### src/rtl/xor_share_arb_pkg.sv
// -----------------------------------------------------------------------------
// xor_share_pkg
// Shared definitions for the xor_share_arb block: FSM state encoding and
// requester index constants.
// -----------------------------------------------------------------------------
package xor_share_pkg;

  localparam logic [1:0] ST_IDLE = 2'd0;
  localparam logic [1:0] ST_CALC = 2'd1;
  localparam logic [1:0] ST_HOLD = 2'd2;

  localparam logic REQ0 = 1'b0;
  localparam logic REQ1 = 1'b1;

  typedef enum logic [1:0] {
    IDLE = ST_IDLE,
    CALC = ST_CALC,
    HOLD = ST_HOLD
  } state_t;

endpackage

### src/rtl/xor_share_arb_xor_array.sv
// -----------------------------------------------------------------------------
// xor_array
// Purely combinational N-bit bitwise XOR built from one xor primitive per bit.
// Ports:
//   i_a [N-1:0]  operand A
//   i_b [N-1:0]  operand B
//   o_y [N-1:0]  i_a ^ i_b
// -----------------------------------------------------------------------------
module xor_array #(
  parameter int N = 16
) (
  input  logic [N-1:0] i_a,
  input  logic [N-1:0] i_b,
  output logic [N-1:0] o_y
);

  genvar gi;
  generate
    for (gi = 0; gi < N; gi++) begin : g_bit
      xor u_xor (o_y[gi], i_a[gi], i_b[gi]);
    end
  endgenerate

endmodule

### src/rtl/xor_share_arb.sv
// -----------------------------------------------------------------------------
// xor_share_arb
// Round-robin sequencer sharing one XOR array between two requesters. Each
// operation latches the winner's operands (IDLE), registers the XOR result
// (CALC), then holds it on the output until the consumer takes it (HOLD).
//
// Optional build macro: XOR_SHARE_ARB_PARITY_EN adds out_parity, the reduction
// XOR of out_data, registered alongside it.
//
// Ports:
//   clk, rst            clock, synchronous active-high reset
//   req0/a0/b0/ack0     requester 0 request, operands, single-cycle accept
//   req1/a1/b1/ack1     requester 1 request, operands, single-cycle accept
//   out_valid/out_ready result handshake
//   out_data/out_id     registered result and the requester it belongs to
//   out_parity          (macro only) reduction XOR of out_data
//   busy                high whenever the FSM is not IDLE
// -----------------------------------------------------------------------------
module xor_share_arb
  import xor_share_pkg::*;
#(
  parameter int N = 16
) (
  input  logic         clk,
  input  logic         rst,
  input  logic         req0,
  input  logic [N-1:0] a0,
  input  logic [N-1:0] b0,
  output logic         ack0,
  input  logic         req1,
  input  logic [N-1:0] a1,
  input  logic [N-1:0] b1,
  output logic         ack1,
  output logic         out_valid,
  input  logic         out_ready,
  output logic [N-1:0] out_data,
  output logic         out_id,
`ifdef XOR_SHARE_ARB_PARITY_EN
  output logic         out_parity,
`endif
  output logic         busy
);

  state_t       r_state;
  state_t       w_state_nxt;
  logic         r_rr_ptr;
  logic [N-1:0] r_opa;
  logic [N-1:0] r_opb;
  logic         r_id;
  logic [N-1:0] r_out_data;
  logic         r_out_id;
  logic         r_out_valid;
  logic [N-1:0] w_xor;
  logic         w_gnt_id;
  logic         w_ack0;
  logic         w_ack1;

  // Contention goes to the round-robin pointer; a lone request always wins.
  assign w_gnt_id = (req0 && req1) ? r_rr_ptr : (req1 ? REQ1 : REQ0);

  always_comb begin
    w_state_nxt = r_state;
    w_ack0      = 1'b0;
    w_ack1      = 1'b0;
    unique case (r_state)
      IDLE: begin
        // Reset suppresses the grant so no requester believes it was served.
        if (!rst && (req0 || req1)) begin
          w_ack0      = (w_gnt_id == REQ0);
          w_ack1      = (w_gnt_id == REQ1);
          w_state_nxt = CALC;
        end
      end
      CALC: w_state_nxt = HOLD;
      HOLD: if (out_ready) w_state_nxt = IDLE;
      default: w_state_nxt = IDLE;
    endcase
  end

  always_ff @(posedge clk) begin
    if (rst) r_state <= IDLE;
    else     r_state <= w_state_nxt;
  end

  xor_array #(.N(N)) u_xor_array (
    .i_a (r_opa),
    .i_b (r_opb),
    .o_y (w_xor)
  );

  always_ff @(posedge clk) begin
    if (rst) begin
      r_rr_ptr    <= REQ0;
      r_opa       <= '0;
      r_opb       <= '0;
      r_id        <= REQ0;
      r_out_data  <= '0;
      r_out_id    <= REQ0;
      r_out_valid <= 1'b0;
    end else begin
      if (w_ack0 || w_ack1) begin
        r_opa    <= w_gnt_id ? a1 : a0;
        r_opb    <= w_gnt_id ? b1 : b0;
        r_id     <= w_gnt_id;
        r_rr_ptr <= ~w_gnt_id;
      end
      if (r_state == CALC) begin
        r_out_data  <= w_xor;
        r_out_id    <= r_id;
        r_out_valid <= 1'b1;
      end
      if (r_state == HOLD && out_ready) r_out_valid <= 1'b0;
    end
  end

`ifdef XOR_SHARE_ARB_PARITY_EN
  logic r_out_parity;

  always_ff @(posedge clk) begin
    if (rst)                  r_out_parity <= 1'b0;
    else if (r_state == CALC) r_out_parity <= ^w_xor;
  end

  assign out_parity = r_out_parity;
`endif

  assign ack0      = w_ack0;
  assign ack1      = w_ack1;
  assign out_valid = r_out_valid;
  assign out_data  = r_out_data;
  assign out_id    = r_out_id;
  assign busy      = (r_state != IDLE);

endmodule

### config.mk
export PLATFORM = sky130hd
export DESIGN_NAME = xor_share_arb
export DESIGN_NICKNAME = d
export VERILOG_FILES = /design/src/rtl/xor_share_arb_pkg.sv /design/src/rtl/xor_share_arb_xor_array.sv /design/src/rtl/xor_share_arb.sv
export SDC_FILE = /design/constraint.sdc
export NUM_CORES = 1
export LEC_CHECK = 0
export ABC_CLOCK_PERIOD_IN_PS = 2520
export BUFFER_PORTS_ARGS = -buffer_cell sky130_fd_sc_hd__buf_2
export CAP_MARGIN = 10
export CORE_MARGIN = 2
export CORE_UTILIZATION = 53
export CTS_CLUSTER_SIZE = 8
export DETAILED_ROUTE_END_ITERATION = 6
export PLACE_DENSITY = 0.91
export REMOVE_ABC_BUFFERS = 1
export SYNTH_ARGS = -nofsm -noshare
export SYNTH_HDL_FRONTEND = slang
export SYNTH_SLANG_ARGS = --single-unit
### constraint.sdc
create_clock -name clk -period 2.52 [get_ports clk]
set_clock_uncertainty 0.1 [all_clocks]
set_input_delay 0.126 -clock clk [delete_from_list [all_inputs] [get_ports clk]]
set_output_delay 0.126 -clock clk [all_outputs]
set_load 0.02 [all_outputs]
# Word-level counts from Yosys, hierarchy flattened

Index checks and enable logic that the tools add are counted.

Register bits: 54
Input bits: 69
Output and inout port bits: 21
Word-level logic and storage cells: 50

Equal/unequal tests: 4
Multiplexer cells: 11
Bitwise logic cells: 17
Reductions and logical operators: 10

Operators with widths:

| kind                                                | number |
|---|---|
| 2-to-1 mux 16 bit                                   | 2 |
| bitwise XOR 1 bit                                   | 16 |
| 2-to-1 mux 1 bit                                    | 6 |
| one-hot mux 2 bit (3 select lines)                  | 1 |
| 2-to-1 mux 2 bit                                    | 2 |
| != test 2 bit, second input constant                | 2 |
| logical AND 1 bit                                   | 3 |
| equality test 2 x 1 -> 1 bit, second input constant | 1 |
| equality test 2 bit, second input constant          | 1 |
| logical NOT 2 bit                                   | 1 |
| logical OR 1 bit                                    | 2 |
| AND reduction 2 bit                                 | 1 |
| nonzero test 2 bit                                  | 1 |
| OR reduction 2 bit                                  | 1 |
| logical NOT 1 bit                                   | 1 |
| NOT 1 bit                                           | 1 |

# Logic depth before layout (Yosys ltp)

Gate-level depths: netlist (run 1).

Depth in word-level cells: 6
Mapped depth: 7
Mapped depth without buffers: 5

# Cells and area by module

A second synthesis (run 1) with hierarchy kept.

Cell total of the unflattened synthesis: 257
Area, all modules: 2464.9 µm²

By module, submodules not included:

| module        | times used | cells each | area an instance (µm²) | seq. area each (µm²) |
|---|---|---|---|---|
| xor_share_arb | 1          | 241        | 2324.7                 | 1081.0 |
| xor_array     | 1          | 16         | 140.1                  | 0.0 |

# Worst setup path after synthesis (run 1)

OpenSTA, ideal clock, no wires.

Path kind: register to register
From: register r_state[1]
To: register r_rr_ptr
Library setup time: 0.128 ns
Arrival: 1.030 ns
Data required time: 2.292 ns
Path slack: 1.263 ns
Stages on the path, launching flop included: 6
Path buffers: 1
Period minus slack after synthesis: 1.257 ns
Cells stage by stage: dfxtp_1 > nor3_2 > o21ai_2 > buf_6 > nor2_2 > nor3_1

Word-level cells in the longest chain between the ends: 3
Elaborated cells between the ends (all ways): 4
Those cells by class: 2 x mux; 2 x reduce/logical

Ends and longest elaborated chain:

| item                   | line                 | source |
|---|---|---|
| from (decl)            | xor_share_arb.sv:44  | `state_t r_state;` |
| from (signal assigned) | xor_share_arb.sv:82  | `else r_state <= w_state_nxt;` |
| logical NOT 2 bit      | xor_share_arb.sv:65  | `unique case (r_state)` |
| 2-to-1 mux 1 bit       | xor_share_arb.sv:65  |  |
| via ack1               | xor_share_arb.sv:33  | `output logic ack1,` |
| logical OR 1 bit       | xor_share_arb.sv:101 | `if (w_ack0 \|\| w_ack1) begin` |
| to (signal assigned)   | xor_share_arb.sv:105 | `r_rr_ptr <= ~w_gnt_id;` |
| to (decl)              | xor_share_arb.sv:46  | `logic r_rr_ptr;` |

The timed path passes the listed nets, and every way through them passes these cells.
A chain may end at the register's enable or synchronous reset.

# Worst setup path after layout (run 1)

From: register r_rr_ptr
To: register r_opb[12]

Word-level cells in the longest chain between the ends: 5
Elaborated cells between the ends (all ways): 8
Those cells by class: 6 x mux; 1 x bitwise; 1 x reduce/logical

Ends and longest elaborated chain:

| item                 | line                 | source |
|---|---|---|
| 2-to-1 mux 1 bit *   | xor_share_arb.sv:59  | `assign w_gnt_id = (req0 && req1) ? r_rr_ptr : (req1 ? REQ1 : REQ0);` |
| NOT 1 bit            | xor_share_arb.sv:69  | `w_ack0 = (w_gnt_id == REQ0);` |
| 2-to-1 mux 1 bit     | xor_share_arb.sv:68  | `if (!rst && (req0 \|\| req1)) begin` |
| 2-to-1 mux 1 bit     | xor_share_arb.sv:65  |  |
| logical OR 1 bit     | xor_share_arb.sv:101 |  |
| to (signal assigned) | xor_share_arb.sv:103 | `r_opb <= w_gnt_id ? b1 : b0;` |
| to (decl)            | xor_share_arb.sv:48  | `logic [N-1:0] r_opb;` |

Mark *: on every way between the ends. The rest lies on a longest branch, timed or not.

==> results of run 1 <==
==> power by group through the flow <==
stage | clock, W | sequential [W] | combinational, W
after global placement | 0 | 0.00103 | 0.000439
after detailed placement | 0 | 0.00103 | 0.000453
after floorplan | 0 | 0.00106 | 0.000269
after CTS | 0.000711 | 0.00102 | 0.000502
final | 0.000703 | 0.00102 | 0.000509
after global routing | 0.000741 | 0.00103 | 0.000556
==> area by class of cell <==
class | instances | share of cell area (%)
multi-input combinational | 163 | 37.3
sequential | 54 | 32.3
timing repair buffer | 126 | 24.0
clock buffer | 6 | 2.46
tap | 54 | 2.02
clock inverter | 2 | 1.79
inverter | 2 | 0.224
==> metal layers <==
layer	GRT usage, %	vias to the layer above
li1	-	1064
met1	25.1	996
met2	41.7	65
met3	4.97	9
met4	7.00	0
met5	0	-
==> logic make-up after synthesis <==
logic type | synth area share (%)
compound gates | 15.1
flops | 43.0
buf+inv | 8.07
mux | 13.2
simple gates | 15.0
xor+xnor | 5.58
==> worst paths after layout <==
| check | start | cells after the start | to | slack [ns] |
|---|---|---|---|---|
| worst max register to register | r_rr_ptr$_SDFFE_PP0P_ | 5 | r_opb[12]$_SDFFE_PP0P_ | 0.54 |
| worst max-delay path | r_rr_ptr$_SDFFE_PP0P_ | 5 | r_opb[12]$_SDFFE_PP0P_ | 0.54 |
| worst min register to register | r_opa[4]$_SDFFE_PP0P_ | 2 | r_opa[4]$_SDFFE_PP0P_ | 0.40 |
| worst min-delay path | a1[14] | 3 | r_opa[14]$_SDFFE_PP0P_ | -0.002 |
==> flip-flops by register name, summed over array words and instances, names as in the netlist <==
signal / flops
r_state: 2
r_id: 1
r_opb: 16
r_rr_ptr: 1
out_valid: 1
r_opa: 16
out_id: 1
out_data: 16
==> synth_stat cells, types with 2 or more instances <==
cell	instances
dfxtp_1	54
mux2i_1	33
nand3b_1	33
o21ai_1	27
nor2_1	22
xnor2_1	16
a211oi_2	12
buf_6	8
clkbuf_1	8
a211oi_1	4
o21ai_0	4
o21ai_2	4
buf_12	3
buf_4	2
==> worst register-to-register path: cells and delay by family (launching register included) <==
kind / cells / cell delay [ns]
buf+inv: 2 / 0.90
compound gates: 2 / 0.24
flops: 1 / 0.35
mux: 1 / 0.26
==> per-stage QoR <==
stage	cell area [um2]	util (%)	setup slack (ns)	hold WS (ns)
after floorplan	2320	-	0.0687	0.0906
after global placement	2890	62.4	0.838	0.290
after detailed placement	2890	62.4	0.780	0.294
after CTS	3340	72.2	0.594	0.000458
after global routing	3350	72.4	0.451	0.00590
final	3350	72.4	0.545	-0.00202
==> flow_metrics.env, run 1 <==
export IMPL_clockRootBuffer="clkbuf_8"
export IMPL_grt_pass1_wl_um=9110
export IMPL_setup_viol=0
export IMPL_netlist_area_mm2=0.00251
export IMPL_core_mm2=0.00463
export IMPL_p_int_w=0.00163
export IMPL_p_per_area_mw_per_mm2=665
export IMPL_seqCellArea_mm2=0.00108
export IMPL_critPathKind="flip-flop to flip-flop"
export IMPL_yosysSeqAreaShare_pct=43.0
export IMPL_crit_chain="o21ai_4 > buf_4 > mux2i_1 > dlygate4sd3_1 > o21ai_1"
export IMPL_cp_slowest_cell="dlygate4sd3_1"
export IMPL_fin_crit_ns=1.98
export IMPL_cts_tree="yes"
export IMPL_synth_main_ff_cell="dfxtp_1"
export IMPL_area_growth_pct=33.5
export IMPL_clkTransAtPathRegs_ns=0.10
export IMPL_vdd_ir_drop_max_mv=0.466
export IMPL_worstPathMaxFanout=15
export IMPL_pwr_share_comb_pct=22.8
export IMPL_yosysTopAreaCellShare_pct=43.0
export IMPL_hold_class="primary input to flip-flop"
export IMPL_timing_final_crit_share_pct=78.4
export IMPL_die_area_mm2=0.00530
export IMPL_finalMaxSlewViolations=0
export IMPL_pwr_share_clk_pct=31.5
export IMPL_clock_latency_ns=0.31
export IMPL_grt_use_total_pct=22.4
export IMPL_post_cts_buffers=0
export IMPL_setup_tns_ns=0
export IMPL_portBuffers=89
export IMPL_dp_cells=367
export IMPL_crit_buf_inv=2
export IMPL_p_sw_share_pct=26.9
export IMPL_grt_setup_unrepaired="no"
export IMPL_cts_resized=0
export IMPL_grt_pass1_vias=2055
export IMPL_worstMarginPinSlew_ns=0.884
export IMPL_p_leak_nw=1.51
export IMPL_wl_met3_um=270
export IMPL_final_hold_viol_count=1
export IMPL_maxSlewHeadroom_pct=41.0
export IMPL_grt_antenna_before_repair=0
export IMPL_ant_nets=0
export IMPL_die_width_um=72.8
export IMPL_power_w=0.00223
export IMPL_initial_core_util_pct=54.2
export IMPL_arrival_ns=2.06
export IMPL_switchingPower_w=0.000600
export IMPL_synthCells=240
export IMPL_boundaryPins=90
export IMPL_via_per_inst=5.24
export IMPL_cts_buffer_depth=2
export IMPL_max_freq_ghz=0.506
export IMPL_htreeDepth=2
export IMPL_wl_um=5720
export IMPL_cts_buffers=5
export IMPL_crit_family="buffers and inverters"
export IMPL_layout_common_cells="buf_2, dfxtp_1, mux2i_1, nand3b_1, dlygate4sd3_1"
export IMPL_gp_congestion=0.738
export IMPL_multi_input_area_mm2=0.00125
export IMPL_first_pass_iters=5
export IMPL_num_fill_cells=353
export IMPL_route_met2_wl_um=3050
export IMPL_synth_seq_cells=54
export IMPL_cap_violations=0
export IMPL_nets=421
export IMPL_pwr_share_seq_pct=45.6
export IMPL_final_cells=407
export IMPL_grt_max_degree=54
export IMPL_hold_buffers=31
export IMPL_worstPathRequired_ns=2.61
export IMPL_end_kind="flip-flop"
export IMPL_overflow=0
export IMPL_drt_initial_drc_count=107
export IMPL_status="complete, but fails checks"
export IMPL_hold_ws_ns=-0.00202
export IMPL_drive_gt1_share_pct=34.8
export IMPL_cts_sinks=54
export IMPL_cp_start_kind="flip-flop"
export IMPL_layout_cells_most_common="buf_2"
export IMPL_synth_cell_types=24
export IMPL_slowest_delay_ns=0.61
export IMPL_synth_largest_area_cell="dfxtp_1"
export IMPL_highest_signal_layer="met4"
export IMPL_synth_edf_count=0
export IMPL_violations="negative hold slack"
export IMPL_chipHeight_um=72.8
export IMPL_remaining_drc_errors=0
export IMPL_ys_async_sr_fraction_pct=0
export IMPL_yosys_warnings=0
export IMPL_diodes=0
export IMPL_yosys_top_cells_area="dfxtp_1, mux2i_1, nand3b_1, a211oi_2, xnor2_1"
export IMPL_vias=2134
export IMPL_wl_met1_um=2310
export IMPL_wl_per_cell_um=14.1
export IMPL_fp_row_count=25
export IMPL_hpwl_um=3470
export IMPL_syn_avg_cell_area_um2=10.5
Power figures use the tool's default switching activity.
==> run 2: changes to the inputs <==
--- a/config.mk
+++ b/config.mk
@@ -5,14 +5,14 @@
 export SDC_FILE = /design/constraint.sdc
 export NUM_CORES = 1
 export LEC_CHECK = 0
-export ABC_CLOCK_PERIOD_IN_PS = 2520
+export ABC_CLOCK_PERIOD_IN_PS = 2100
 export BUFFER_PORTS_ARGS = -buffer_cell sky130_fd_sc_hd__buf_2
 export CAP_MARGIN = 10
 export CORE_MARGIN = 2
-export CORE_UTILIZATION = 53
+export CORE_UTILIZATION = 49
 export CTS_CLUSTER_SIZE = 8
 export DETAILED_ROUTE_END_ITERATION = 6
-export PLACE_DENSITY = 0.91
+export PLACE_DENSITY = 0.86
 export REMOVE_ABC_BUFFERS = 1
 export SYNTH_ARGS = -nofsm -noshare
 export SYNTH_HDL_FRONTEND = slang
==> constraint.sdc (replaced) <==
create_clock -name clk -period 2.1 [get_ports clk]
set_clock_uncertainty 0.1 [all_clocks]
set_input_delay 0.105 -clock clk [delete_from_list [all_inputs] [get_ports clk]]
set_output_delay 0.105 -clock clk [all_outputs]
set_load 0.02 [all_outputs]
==> run 2 against run 1 <==
Net effect: sequential power increased by 20%; register-to-register slack worse by 0.44 ns; final cell count grew 11%; critical path type unchanged; via count grew 4.1%; utilization is 0.12 points higher; die area is 7.7% higher; sequential share of layout area decreased by 2.5 points; clock-buffer cell count is 1 higher; critical endpoint unchanged; fmax shrank 0.92%; the run now ends clean; largest power group unchanged; clock power down 17%.
==> flow_metrics.env, run 2 (synthesis gave the netlist of run 1 again) <==
export IMPL_diodes=0
export IMPL_hpwl_um=3320
export IMPL_setup_viol=0
export IMPL_worstPathMaxFanout=24
export IMPL_num_fill_cells=363
export IMPL_remaining_drc_errors=0
export IMPL_cap_violations=0
export IMPL_critPathKind="flip-flop to flip-flop"
export IMPL_clkTransAtPathRegs_ns=0.09
export IMPL_grt_max_degree=54
export IMPL_boundaryPins=90
export IMPL_max_freq_ghz=0.502
export IMPL_hold_end="r_opb[0]$_SDFFE_PP0P_"
export IMPL_status="completed"
export IMPL_drt_initial_drc_count=100
export IMPL_power_w=0.00247
export IMPL_clockRootBuffer="clkbuf_8"
export IMPL_r2r_slack_ns=0.11
export IMPL_grt_setup_unrepaired="no"
export IMPL_worstPathRequired_ns=2.18
export IMPL_wl_um=5860
export IMPL_worstMarginPinSlew_ns=0.562
export IMPL_fp_row_count=26
export IMPL_p_leak_nw=1.62
export IMPL_area_growth_pct=44.7
export IMPL_min_delay_start="b0[0]"
export IMPL_end_kind="flip-flop"
export IMPL_ant_nets=0
export IMPL_gp_congestion=0.720
export IMPL_wl_per_cell_um=12.9
export IMPL_r2r_start="r_rr_ptr$_SDFFE_PP0P_"
export IMPL_vdd_ir_drop_max_mv=0.439
export IMPL_hold_depth=3
export IMPL_die_area_mm2=0.00571
export IMPL_p_per_area_mw_per_mm2=679
export IMPL_initial_core_util_pct=50.1
export IMPL_cts_sinks=54
export IMPL_drive_gt1_share_pct=31.9
export IMPL_grt_antenna_before_repair=0
export IMPL_cts_tree="yes"
export IMPL_cts_buffers=5
export IMPL_die_width_um=75.6
export IMPL_overflow=0
export IMPL_final_hold_viol_count=0
export IMPL_grt_use_total_pct=21.7
export IMPL_fin_crit_ns=1.99
export IMPL_dp_cells=383
export IMPL_core_mm2=0.00501
export IMPL_layout_common_cells="buf_2, dlygate4sd3_1, dfxtp_1"
export IMPL_vias=2222
export IMPL_chipHeight_um=75.6
export IMPL_hold_buffers=62
export IMPL_nets=451
export IMPL_post_cts_buffers=0
export IMPL_final_cells=453
export IMPL_cp_start_kind="flip-flop"
export IMPL_r2r_end="r_opb[12]$_SDFFE_PP0P_"
export IMPL_layout_cells_most_common="buf_2"
export IMPL_portBuffers=89
export IMPL_first_pass_iters=4
export IMPL_timing_final_crit_share_pct=94.9
export IMPL_grt_pass1_vias=2193
export IMPL_cts_resized=0
export IMPL_clock_latency_ns=0.30
export IMPL_arrival_ns=2.07
export IMPL_finalMaxSlewViolations=0
export IMPL_reg2reg_depth=5
export IMPL_htreeDepth=2
export IMPL_via_per_inst=4.91
export IMPL_grt_pass1_wl_um=9430
export IMPL_hold_class="primary input to flip-flop"
export IMPL_cts_buffer_depth=2
export IMPL_maxSlewHeadroom_pct=62.4
run 2: report_power, final:
group | total [W] | leakage [nW] | internal [W] | switching, W
clock network | 0.000580 | 0.0482 | 0.000267 | 0.000314
registers | 0.00122 | 0.446 | 0.00114 | 0.0000756
logic | 0.000672 | 1.13 | 0.000359 | 0.000313
total | 0.00247 | 1.62 | 0.00177 | 0.000702
run 2: worst max path at each step:
stage	from	endpoint	slack (ns)	depth (start not counted)
final	r_rr_ptr$_SDFFE_PP0P_	r_opb[12]$_SDFFE_PP0P_	0.11	5
after global routing	r_rr_ptr$_SDFFE_PP0P_	r_opb[9]$_SDFFE_PP0P_	0.004	5
after CTS	r_rr_ptr$_SDFFE_PP0P_	r_opb[14]$_SDFFE_PP0P_	0.14	5
after detailed placement	r_state[1]$_SDFFE_PP0P_	r_opa[7]$_SDFFE_PP0P_	0.47	5
after global placement	r_state[1]$_SDFFE_PP0P_	r_opa[0]$_SDFFE_PP0P_	0.53	5
after floorplan	r_state[0]$_SDFFE_PP0P_	out_id$_SDFFE_PP0N_	-0.35	3
run 2: worst max-delay path, stage by stage, from the launching register on:
cell and delay (ns):
dfxtp_1 0.34, o21ai_4 0.15, buf_4 0.37, mux2i_1 0.23, dlygate4sd3_1 0.59, o21ai_1 0.07
run 2: cell type report:
type	count	area, um2	area share (%)
Clock buffer	7	86.3	2.38
Clock inverter	1	5.00	0.138
Inverter	2	7.51	0.207
Multi-Input combinational cell	163	1250	34.4
Sequential cell	54	1080	29.8
Tap cell	70	87.6	2.41
Timing Repair Buffer	156	1120	30.7
run 2: through the flow:
step	utilization, %	worst slack (ns)	hold WS [ns]	instance area (um2)	setup TNS, ns
2_1_floorplan	-	-0.351	0.0696	2320	-10.43
3_3_place_gp	58.3	0.534	0.267	2920	0
3_5_place_dp	58.3	0.467	0.275	2920	0
4_1_cts	72.5	0.142	0.00449	3630	0
5_1_grt	72.5	0.00401	0.00417	3630	0
6_report	72.5	0.107	0.00512	3630	0
run 2: per-layer routing:
layer	wire (um)	up-vias	global-route usage [%]
met2	3100	66	38.8
met3	265	8	4.10
li1	-	1124	-
met4	66	0	8.58
met5	0	-	0
met1	2430	1024	25.6
